--- src/rtl/rr_onehot_arbiter_pkg.sv ---
// rr_onehot_arbiter_pkg: shared constants and state encoding for the round-robin arbiter
package rr_onehot_arbiter_pkg;
  localparam int WID_DEF      = 4;
  localparam int N_DEF        = 16;
  localparam int HOLD_WID_DEF = 8;
  localparam int MAX_HOLD_DEF = 32;
  typedef enum logic {IDLE = 1'b0, GRANT = 1'b1} state_t;
endpackage

--- src/rtl/rr_onehot_arbiter_if.sv ---
// rr_onehot_arbiter_if: request/grant bundle between requesters and the arbiter
interface rr_onehot_arbiter_if
  import rr_onehot_arbiter_pkg::*;
#(
  parameter int WID = WID_DEF
);
  localparam int N = 2**WID;
  logic [N-1:0]   req;
  logic           done;
  logic [N-1:0]   grant;
  logic [WID-1:0] grant_idx;
  logic           grant_valid;
  logic           timeout;
  modport master (output req, done, input grant, grant_idx, grant_valid, timeout);
  modport slave  (input req, done, output grant, grant_idx, grant_valid, timeout);
endinterface

--- src/rtl/rr_onehot_arbiter_dec.sv ---
// rr_onehot_arbiter_dec: binary-to-one-hot decoder
module rr_onehot_arbiter_dec
  import rr_onehot_arbiter_pkg::*;
#(
  parameter int WID = WID_DEF
) (
  input  logic [WID-1:0]    idx,
  output logic [2**WID-1:0] onehot
);
  assign onehot = (2**WID)'(1) << idx;
endmodule

--- src/rtl/rr_onehot_arbiter.sv ---
// rr_onehot_arbiter: round-robin arbiter with hold timeout, binary and one-hot grant
module rr_onehot_arbiter
  import rr_onehot_arbiter_pkg::*;
#(
  parameter int WID      = WID_DEF,
  parameter int HOLD_WID = HOLD_WID_DEF,
  parameter int MAX_HOLD = MAX_HOLD_DEF
) (
  input logic               clk,
  input logic               rst,
  rr_onehot_arbiter_if.slave bus
);
  localparam int N = 2**WID;
  state_t              state;
  logic [WID-1:0]      ptr, off, sel_idx;
  logic [HOLD_WID-1:0] hold_cnt;
  logic [2*N-1:0]      dbl;
  logic [N-1:0]        sel_oh;
  logic                found, rel_done, rel_drop, rel_to;
  always_comb begin
    dbl = {bus.req, bus.req} >> ptr;
    off = '0;
    for (int i = N - 1; i >= 0; i--) if (dbl[i]) off = WID'(i);
    found = |bus.req;
    sel_idx = ptr + off;
    rel_done = bus.done;
    rel_drop = !bus.req[bus.grant_idx];
    rel_to = (MAX_HOLD != 0) && (hold_cnt == HOLD_WID'(MAX_HOLD));
  end
  rr_onehot_arbiter_dec #(.WID(WID)) u_dec (.idx(sel_idx), .onehot(sel_oh));
  // grant is decoded from the selected index so it registers alongside grant_idx
  always_ff @(posedge clk) begin
    if (rst) begin
      state           <= IDLE;
      ptr             <= '0;
      hold_cnt        <= '0;
      bus.grant       <= '0;
      bus.grant_idx   <= '0;
      bus.grant_valid <= 1'b0;
      bus.timeout     <= 1'b0;
    end else begin
      bus.timeout <= 1'b0;
      if (state == IDLE) begin
        if (found) begin
          state           <= GRANT;
          bus.grant_idx   <= sel_idx;
          bus.grant       <= sel_oh;
          bus.grant_valid <= 1'b1;
          hold_cnt        <= HOLD_WID'(1);
        end
      end else if (rel_done || rel_drop || rel_to) begin
        state           <= IDLE;
        ptr             <= bus.grant_idx + 1'b1;
        bus.grant       <= '0;
        bus.grant_idx   <= '0;
        bus.grant_valid <= 1'b0;
        bus.timeout     <= rel_to && !rel_done && !rel_drop;
      end else begin
        hold_cnt <= &hold_cnt ? hold_cnt : hold_cnt + 1'b1;
      end
    end
  end
endmodule

--- src/flat_wrapper.sv ---
// flat-port wrapper written by rule: the top's interface ports become plain ports
module rr_onehot_arbiter_flat import rr_onehot_arbiter_pkg::*;
#(
  parameter int WID      = WID_DEF,
  parameter int HOLD_WID = HOLD_WID_DEF,
  parameter int MAX_HOLD = MAX_HOLD_DEF
)
  (clk, rst, bus_req, bus_done, bus_grant, bus_grant_idx, bus_grant_valid, bus_timeout);
  rr_onehot_arbiter_if #(.WID(WID)) bus_i ();
  input logic clk;
  input logic rst;
  input wire logic [$bits(bus_i.req)-1:0] bus_req;
  input wire logic [$bits(bus_i.done)-1:0] bus_done;
  output wire logic [$bits(bus_i.grant)-1:0] bus_grant;
  output wire logic [$bits(bus_i.grant_idx)-1:0] bus_grant_idx;
  output wire logic [$bits(bus_i.grant_valid)-1:0] bus_grant_valid;
  output wire logic [$bits(bus_i.timeout)-1:0] bus_timeout;
  assign bus_i.req = bus_req;
  assign bus_i.done = bus_done;
  assign bus_grant = bus_i.grant;
  assign bus_grant_idx = bus_i.grant_idx;
  assign bus_grant_valid = bus_i.grant_valid;
  assign bus_timeout = bus_i.timeout;
  rr_onehot_arbiter #(.WID(WID), .HOLD_WID(HOLD_WID), .MAX_HOLD(MAX_HOLD)) u_core (.clk(clk), .rst(rst), .bus(bus_i));
endmodule
--- config.mk ---
export PLATFORM = sky130hd
export DESIGN_NAME = rr_onehot_arbiter_flat
export DESIGN_NICKNAME = d
export VERILOG_FILES = /design/src/rtl/rr_onehot_arbiter_pkg.sv /design/src/rtl/rr_onehot_arbiter_if.sv /design/src/rtl/rr_onehot_arbiter_dec.sv /design/src/rtl/rr_onehot_arbiter.sv /design/src/flat_wrapper.sv
export SDC_FILE = /design/constraint.sdc
export NUM_CORES = 1
export LEC_CHECK = 0
export ABC_AREA = 1
export BUFFER_PORTS_ARGS = -buffer_cell sky130_fd_sc_hd__buf_2
export CAP_MARGIN = 5
export CORE_ASPECT_RATIO = 1.4
export CORE_MARGIN = 2
export CORE_UTILIZATION = 58
export DETAILED_ROUTE_END_ITERATION = 10
export PLACE_DENSITY = 0.83
export SYNTH_ARGS = -nofsm -noshare
export SYNTH_HDL_FRONTEND = slang
export SYNTH_SLANG_ARGS = --single-unit
--- constraint.sdc ---
create_clock -name clk -period 4.4 [get_ports clk]
set_input_delay 0.22 -clock clk [delete_from_list [all_inputs] [get_ports clk]]
set_output_delay 0.22 -clock clk [all_outputs]
set_load 0.01 [all_outputs]
==> flow_metrics.tcl <==
set metrics [dict create \
    area_growth_pct 10.7 \
    slew_headroom_pct 58.7 \
    reg2reg_from "u_core.ptr[0]" \
    tritoncts "yes" \
    critical_path.most_common_cell "nand2_1" \
    p_per_area_nw_per_um2 658 \
    crit_path_start_kind "flop" \
    port_buffers 40 \
    final_layout_size_suffix_gt1_share_pct 14.8 \
    seq_area_frac_synth_pct 25.3 \
    initial_core_util_pct 60.5 \
    cellLeakagePower_nw 1.40 \
    final.min_clock_period_ps 3870 \
    first_iter_violations 220 \
    yosys_warnings 0 \
    vias_per_cell 5.81 \
    grt_pass1_wl_mm 13.4 \
    crit_start "u_core.ptr[0]" \
    avgSynthCellArea_um2 6.16 \
    final_antenna_net_count 0 \
    r2r_cells 30 \
    drv_slew 0 \
    setup.worst_path.end "u_core.bus.grant[14]" \
    synth_seq_cells 35 \
    routedWlPerCell_um 14.1 \
    gr-total-overflow 0 \
    h-tree-depth 2 \
    rsz0062_at_grt "false" \
    synthArstFlopShare_pct 0 \
    ys.flop_type "dfxtp_1" \
    hold_path.class "in -> reg" \
    drv_cap 0 \
    reg2reg_to "u_core.bus.grant[14]" \
    die-area_um2 5340 \
    row_count 29 \
    peakVddDrop_mv 0.397 \
    cp-end-kind "flop" \
    first_global_vias 3081 \
    max_freq_mhz 259 \
    firstDrtPassIters 5 \
    cts_root_buf "clkbuf_8" \
    synth_cells 449 \
    cp.arrival_ps 4090 \
    dpl.hpwl_mm 5.70 \
    boundaryPins 41 \
    tns_ps 0 \
    die_h_um 85.7 \
    syn_nets 475 \
    cts_buffer_depth 2 \
    status "completed" \
    p_total_mw 2.01 \
    path_class "reg -> reg" \
    worst_slew_pin_slew_ps 618 \
    num_vias 3145 \
    slowest_stage "dfxtp_2" \
    grt_max_degree 25 \
    finalCritPeriodShare_pct 87.8 \
    cts.sinks 35 \
    wirelength_mm 7.64 \
    setup_viol 0 \
    track_usage_pct 30.8 \
    cp_max_fo 18 \
    antenna_found_initial 0 \
    synth_edf_count 0 \
    r2r_setup_slack_ps 530 \
    diodes 0 \
    synth_area_um2 2770 \
    drc 0 \
    placed_area_um2 2940 \
    clock_latency_ps 300 \
    final_area_um2 3060 \
    die_w_um 62.4 \
    core_area_um2 4570 \
    synth_cell_types 34 \
    critPathMaxStageDelay_ps 430 \
    clk_pin_slew_worst_paths_ps 70 \
    gp_congestion 0.882 \
    fin_worst_skew_ps 9.30 \
    cts_hold_buffers 0 \
    nets 504 \
    required_ps 4630 \
    finalHoldViolCount 0 \
    cts-buffers-inserted 5 \
]
## cell usage in the layout, fill, tap and decap left out
master	n
a31oi_1	1
o211ai_1	3
fa_1	1
o21a_1	1
dfxtp_2	1
o21ai_2	1
nand4_1	12
buf_4	3
nor4_1	6
buf_2	40
inv_2	1
clkinv_2	1
nand2_4	2
o21ai_1	8
bufinv_16	1
a21oi_1	33
nor4_4	1
nor2_1	25
inv_1	37
nand3_2	2
nand2_1	114
clkbuf_8	6
nand3b_4	1
xor2_1	4
nor3_1	14
a211oi_1	2
dfxtp_1	34
o21ai_0	21
a221oi_1	1
or2_2	1
ha_1	6
and3_1	1
nor3b_1	2
nand3_1	82
inv_4	1
nand2_2	9
## power by group
group / total (mW) / switching, mW / internal, mW / leakage (nW)
clock: 0.297 / 0.114 / 0.183 / 0.0612
sequential: 0.466 / 0.0869 / 0.379 / 0.285
combinational: 1.25 / 0.841 / 0.409 / 1.05
## stage by stage
step	setup WS [ps]	hold slack (ps)	util [%]	cells
after floorplan	1120	289	-	449
after global placement	447	406	64.3	533
after detailed placement	334	414	64.3	533
after CTS	295	100	66.9	541
after global routing	72.5	102	66.9	541
final	535	98.6	66.9	541
## layout make-up
class / count / area [um2]
fillers: 451 / 1510
clock buffers: 6 / 82.6
clock inverters: 2 / 35.0
inverters: 39 / 149
flip-flops and latches: 35 / 702
repair buffers: 43 / 223
multi-input cells: 354 / 1790
well taps: 62 / 77.6
## synth_stat cells (2+ instances only)
master | n | share of area, %
a211oi_1 | 2 | 0.54
a21oi_1 | 33 | 6.0
buf_2 | 9 | 1.6
buf_6 | 4 | 1.6
clkbuf_1 | 7 | 0.95
dfxtp_1 | 35 | 25
ha_1 | 6 | 2.7
inv_1 | 37 | 5.0
nand2_1 | 114 | 15
nand2_2 | 9 | 2.0
nand2_4 | 2 | 0.81
nand3_1 | 82 | 15
nand3_2 | 2 | 0.72
nand4_1 | 12 | 2.7
nor2_1 | 25 | 3.4
nor3_1 | 14 | 2.5
nor3b_1 | 2 | 0.54
nor4_1 | 6 | 1.4
o211ai_1 | 3 | 0.81
o21ai_0 | 21 | 3.8
o21ai_1 | 8 | 1.4
xor2_1 | 4 | 1.3
## kinds of logic (layout without fill, tap and decap cells)
| kind of cell | after synthesis | count (layout) | synth area share (%) |
|---|---|---|---|
| and+or+nand+nor | 272 | 272 | 46.4 |
| adders and majority gates | 7 | 7 | 3.44 |
| AOI/OAI and AO/OA | 71 | 71 | 13.7 |
| buffers and inverters | 60 | 90 | 9.86 |
| DFF | 35 | 35 | 25.3 |
| xor gates and xnor gates | 4 | 4 | 1.27 |
## routing by layer
layer / vias up / wire length [um] / global-route usage, % / share of wire [%]
li1: 1580 / - / - / -
met4: 0 / 365 / 17.6 / 4.8
met5: - / 0 / 0 / 0
met1: 1420 / 3000 / 33.1 / 39
met3: 31 / 350 / 5.12 / 4.6
met2: 114 / 3920 / 56.9 / 51
## repair_timing
item,4_1_cts,5_1_grt
buffers inserted,0,0
gates resized for setup,0,1
endpoints found under the setup margin,0,8
## worst min path at each step
stage	start	end	slack, ps	cells past startpoint
6_report	bus_done	u_core.bus.timeout	100	2
5_1_grt	bus_done	u_core.bus.timeout	100	2
4_1_cts	bus_done	u_core.bus.timeout	100	2
3_5_place_dp	bus_done	u_core.bus.timeout	410	2
3_3_place_gp	bus_done	u_core.bus.timeout	410	2
2_1_floorplan	rst	u_core.bus.grant[0]	290	1
## worst max-delay path, delay by kind of cell (launching register included)
family                     cells  cell delay (ps)
adders and majority gates      2              570
DFF                            1              430
buffers and inverters          3              390
AOI/OAI and AO/OA              2              290
and+or+nand+nor               23             2140
## state kept, by name (all words and copies together), names as in the netlist
signal and count:
u_core.ptr 4, u_core.bus.timeout 1, u_core.bus.grant 16, u_core.bus.grant_valid 1, u_core.state 1, u_core.hold_cnt 8, u_core.bus.grant_idx 4
Power figures use the tool's default switching activity.
